$ cat config.mk
export PLATFORM = sky130hd
export DESIGN_NAME = elastic_pipe_chain
export DESIGN_NICKNAME = d
export VERILOG_FILES = /design/src/rtl/elastic_pipe_chain.sv
export SDC_FILE = /design/constraint.sdc
export NUM_CORES = 1
export LEC_CHECK = 0
export CORE_MARGIN = 5
export CORE_UTILIZATION = 25
export CTS_BUF_LIST = sky130_fd_sc_hd__clkbuf_16
export DETAILED_ROUTE_END_ITERATION = 10
export PLACE_DENSITY = 0.53
export SETUP_SLACK_MARGIN = 0.15
export SLEW_MARGIN = 10
export SYNTH_ARGS = -nofsm -noshare
export SYNTH_HDL_FRONTEND = slang
export SYNTH_SLANG_ARGS = --single-unit
$ cat constraint.sdc
create_clock -name clk -period 2.35 [get_ports clk]
set_input_delay 0.5875 -clock clk [delete_from_list [all_inputs] [get_ports clk]]
set_output_delay 0.5875 -clock clk [all_outputs]
set_load 0.01 [all_outputs]
$ cat src/rtl/elastic_pipe_chain.sv
// Elastic chain of DEPTH registered pipeline stages with bubble collapsing,
// a synchronous redirect flush and a registered occupancy count.
module elastic_pipe_chain #(
    parameter int WIDTH = 16,
    parameter int DEPTH = 4,
    parameter int CNT_W = $clog2(DEPTH + 1)
) (
    input  logic             clk,
    input  logic             reset,
    input  logic             in_valid,
    output logic             in_ready,
    input  logic [WIDTH-1:0] in_data,
    output logic             out_valid,
    input  logic             out_ready,
    output logic [WIDTH-1:0] out_data,
    input  logic             flush,
    output logic [DEPTH-1:0] stage_valid,
    output logic [CNT_W-1:0] occupancy
);
    // Handshake: a word crosses a boundary on the edge where the sender's valid
    // and the receiver's ready are both 1; valid never waits on ready.
    logic [DEPTH-1:0] valid_q;
    logic [DEPTH-1:0] adv;
    logic [DEPTH-1:0] src_valid;
    logic [DEPTH-1:0] valid_next;
    logic [WIDTH-1:0] data_q   [DEPTH];
    logic [WIDTH-1:0] src_data [DEPTH];
    logic [CNT_W-1:0] occ_q;
    logic [CNT_W-1:0] occ_next;

    // A stage may load when it is empty or when the stage ahead of it moves.
    always_comb begin
        adv = '0;
        adv[DEPTH-1] = out_ready | ~valid_q[DEPTH-1];
        for (int i = DEPTH - 2; i >= 0; i--) begin
            adv[i] = adv[i+1] | ~valid_q[i];
        end
    end

    assign in_ready = adv[0] & ~flush;

    always_comb begin
        src_valid    = '0;
        src_valid[0] = in_valid & in_ready;
        src_data[0]  = in_data;
        for (int i = 1; i < DEPTH; i++) begin
            src_valid[i] = valid_q[i-1];
            src_data[i]  = data_q[i-1];
        end
    end

    always_comb begin
        valid_next = '0;
        occ_next   = '0;
        for (int i = 0; i < DEPTH; i++) begin
            valid_next[i] = flush ? 1'b0 : (adv[i] ? src_valid[i] : valid_q[i]);
            occ_next      = occ_next + CNT_W'(valid_next[i]);
        end
    end

    // Payload only moves with a valid word; flush leaves stage data untouched.
    always_ff @(posedge clk or negedge reset) begin
        if (!reset) begin
            valid_q <= '0;
            occ_q   <= '0;
            for (int i = 0; i < DEPTH; i++) begin
                data_q[i] <= '0;
            end
        end else begin
            valid_q <= valid_next;
            occ_q   <= occ_next;
            for (int i = 0; i < DEPTH; i++) begin
                if (!flush && adv[i] && src_valid[i]) begin
                    data_q[i] <= src_data[i];
                end
            end
        end
    end

    assign out_valid   = valid_q[DEPTH-1];
    assign out_data    = data_q[DEPTH-1];
    assign stage_valid = valid_q;
    assign occupancy   = occ_q;

endmodule

-- Word level (Yosys, flattened, before mapping)
Cells that the tools add are included.
- flip-flop bits (word level): 71
- bits of input ports: 21
- output and inout bits: 25
- word-level logic and storage cells: 37
- $add $sub $neg: 3
- mux-type cells: 8
- bitwise logic cells: 11
- reductions and logical operators: 9
- operator list (kind ; number):
    1-bit logical AND ; 8
    1-bit two-way mux ; 8
    1-bit NOT ; 5
    1-bit bitwise OR ; 4
    2-bit by 1-bit adder with 3-bit output ; 1
    3-bit by 1-bit adder with 3-bit output ; 1
    1-bit by 1-bit adder with 2-bit output ; 1
    1-bit AND ; 2
    1-bit zero test ; 1

-- Depth between registers and ports, before layout
- word-level depth: 12
- depth in mapped cells: 7
- gate-level depth less buffers: 6

-- Least setup slack after synthesis
No wires, ideal clock.
- kind: input -> register
- start point: input out_ready
- end point: register occ_q[1] (netlist: occupancy[1])
- setup time: 0.126 ns
- arrival time: 2.003 ns
- required time: 2.224 ns
- path slack: 0.221 ns
- cell stages on the path: 7
- path buffers: 1
- path through: and4b_1 > buf_6 > a21oi_1 > nor2_1 > fa_1 > ha_1 > ha_1
- cells in the longest elaborated chain, start to end: 11
- elaborated cells between the ends (all ways): 17
- classes of those cells: add/sub: 3; mux: 8; bitwise: 6
- ends and longest elaborated chain (what ; line ; RTL):
    from (decl) ; 14 ; input logic out_ready,
    1-bit bitwise OR * ; 34 ; adv[DEPTH-1] = out_ready | ~valid_q[DEPTH-1];
    1-bit bitwise OR * (3 in a row) ; 36 ; adv[i] = adv[i+1] | ~valid_q[i];
    1-bit AND ; 40 ; assign in_ready = adv[0] & ~flush;
    1-bit AND ; 44 ; src_valid[0] = in_valid & in_ready;
    1-bit two-way mux * (2 in a row) ; 56 ; valid_next[i] = flush ? 1'b0 : (adv[i] ? src_valid[i] : valid_q[i]);
    net valid_next[0] ; 25 ; logic [DEPTH-1:0] valid_next;
    1-bit by 1-bit adder with 2-bit output * ; 57 ; occ_next = occ_next + CNT_W'(valid_next[i]);
    2-bit by 1-bit adder with 3-bit output * ; 57 ;
    3-bit by 1-bit adder with 3-bit output * ; 57 ;
    net occ_next[1] ; 29 ; logic [CNT_W-1:0] occ_next;
    to (signal assigned) ; 71 ; occ_q <= occ_next;
    to (decl) ; 28 ; logic [CNT_W-1:0] occ_q;
Mark *: on every way through the listed nets, which the timed path passes. The rest lies on a longest branch.
A chain may end at the register's enable or synchronous reset.

-- Final worst setup path
Same ends and word-level chain as after synthesis.

==> results.md <==
- Outcome: complete, no violations
- CP endpoint: occupancy[1]
- TNS Setup: 0 ps
- DRC violations left: 0
- Slew headroom: 71.7%
- IO Count: 46
- Worst Tran Pin Value: 425 ps
- DP Area: 3400 um2
- Worst r2r src: stage_valid[2]
- Maximum VDD drop: 0.281 mV
- Initial antenna violation count: 0
- Via Count: 1482
- Pre-antenna DRT Iters: 3
- R2R Path End: occupancy[1]
- Final Instance Area: 3710 um2
- Clk Latency, worst-skew pair: 330 ps
- Antenna diodes: 0
- Largest net degree at the start of global routing: 63
- Hold Path Class: in -> async
- Global-route wire length before repair: 8.76 mm
- Most frequent cells in the layout: dfrtp_1 (71), mux2_2 (54), clkdlybuf4s50_1 (42)
- Fin crit period: 2070 ps
- Syn_area_per_cell: 15.9 um2
- Post-synthesis cell type count: 19
- CP Launch Point: out_ready
- Register area share after synthesis: 61.7%
- Cell Area, Synth: 2880 um2
- Fin. max-slew vios: 0
- CTS Root Cell: clkbuf_16
- Placement row count: 39
- CP Capture Type: flop
- CP Data Required Time: 2560 ps
- DIE WIDTH: 117 um
- Antenna-violating nets left: 0
- Yosys reg bits: 71
- FMAX: 483 MHz
- Syn-to-layout area delta: 28.9%
- Total GRT Usage: 8.24%
- # fillers: 1145
- Crit path kind: in -> reg
- Syn nets: 205
- CP startpoint kind: primary input
- Reg2reg setup slack: 360 ps
- Clk_skew: 6.08 ps
- Die area: 13800 um2
- Cell Pwr Density: 1010 nW/um2
- RSZ-0062 raised after global routing: false
- Total gr overflow: 0
- Hpwl dp: 3.28 mm
- # setup viols final: 0
- # hold bufs at CTS: 0
- Fin crit share: 88.1%
- Syn Inst Count: 181
- RD Place Congestion: 0.711
- CORE AREA: 11400 um2
- Most common cell after layout, fill and taps aside: dfrtp_1
- Vias in the first global route: 1659
- Register area: 1780 um2
- Clock buffer depth: 2
- Clock sinks: 71
- CTS HTree Levels: 3
- Port buffer count: 45
- Max-cap violations: 0
- Final hold slack: 80.4 ps
- Detailed Route Iter0 Violations: 32
- CTS Buf Count: 9
- Clk slew on worst S/H paths: 60 ps
- Static Leak: 1.64 nW
- DIE HEIGHT: 117 um
- Crit path max fanout: 5
- Final WL: 5.03 mm
- Synthesis Warnings: 0
- Crit path arrival time: 2280 ps
- Via density: 4.05
- Layout cells sized above 1: 42.6%
- Multi-input gate area: 918 um2
- Final hold vios: 0
- Layout Nets: 242
- Initial core utilization: 25.3%
- CTS tree: done
- Reg2reg path depth: 6
- DR WL/cell: 13.7 um
flip-flops by register name, indices dropped and copies added, names as in the netlist:
name and count:
stage_valid 4, occupancy 3, data_q 48, out_data 16
routing by layer:
metal | part of all wire (%) | GRT usage, % | vias up | wire length (um)
li1 | - | - | 692 | -
met1 | 45 | 9.92 | 757 | 2270
met2 | 48 | 12.3 | 28 | 2420
met3 | 5.1 | 3.75 | 5 | 257
met4 | 1.8 | 4.35 | 0 | 90
met5 | 0 | 0 | - | 0
power by group:
part | switching [mW] | internal (mW)
sequential | 0.166 | 1.56
combinational | 0.222 | 0.503
clock | 0.487 | 0.811
total | 0.875 | 2.88
how the worst min path moves through the flow:
stage	startpoint	to	slack [ps]	cells after the start
after floorplan	reset	data_q[16]	290	0
after global placement	reset	data_q[51]	430	1
after detailed placement	reset	data_q[52]	430	1
after CTS	reset	data_q[52]	70	1
after global routing	reset	data_q[52]	70	1
final	reset	data_q[52]	80	1
what timing repair did:
action                                  4_1_cts  5_1_grt
setup buffers                                 1        0
endpoints found under the setup margin        2        0
resized for setup                            12        0
per-stage QoR:
stage | power [mW] | setup WS (ps) | util, % | std cells
6_report | 3.75 | 280 | 32.6 | 366
5_1_grt | 3.99 | 224 | 32.6 | 366
4_1_cts | 3.83 | 299 | 32.6 | 366
3_5_place_dp | 2.50 | -288 | 29.9 | 349
3_3_place_gp | 2.47 | -258 | 29.9 | 349
2_1_floorplan | 2.26 | 221 | - | 181
synth_stat cells:
master / instances / area [um2]
clkbuf_1: 1 / 3.75
buf_6: 2 / 22.5
mux2_4: 10 / 150
ha_1: 2 / 25.0
or3b_1: 2 / 17.5
mux2_2: 54 / 608
a211o_2: 1 / 10.0
nand2b_1: 1 / 6.26
dfrtp_1: 71 / 1780
and4b_1: 1 / 10.0
buf_4: 17 / 128
fa_1: 1 / 20.0
inv_1: 1 / 3.75
buf_2: 5 / 25.0
a21oi_1: 3 / 15.0
nor2_1: 6 / 22.5
a21oi_2: 1 / 8.76
nor2b_1: 1 / 6.26
buf_12: 1 / 20.0
layout make-up:
type | instances | area share, %
clock inverters | 7 | 1.72
flip-flops and latches | 71 | 47.9
clock buffers | 9 | 6.07
well taps | 143 | 4.82
multi-input cells | 83 | 24.7
repair buffers | 52 | 14.7
inverters | 1 | 0.101
critical path, stage by stage:
cell           delay [ps]
dlygate4sd2_1         230
and4b_2               360
a21oi_2                80
nor2_2                150
fa_1                  440
ha_2                  180
ha_1                  260
cell families after synthesis:
family	Yosys count	synth area share, %
DFF	71	61.7
AOI/OAI and AO/OA	5	1.17
adders and majority gates	3	1.56
buffers and inverters	27	7.04
muxes	64	26.3
and+or+nand+nor	11	2.17
Power figures use the tool's default switching activity.
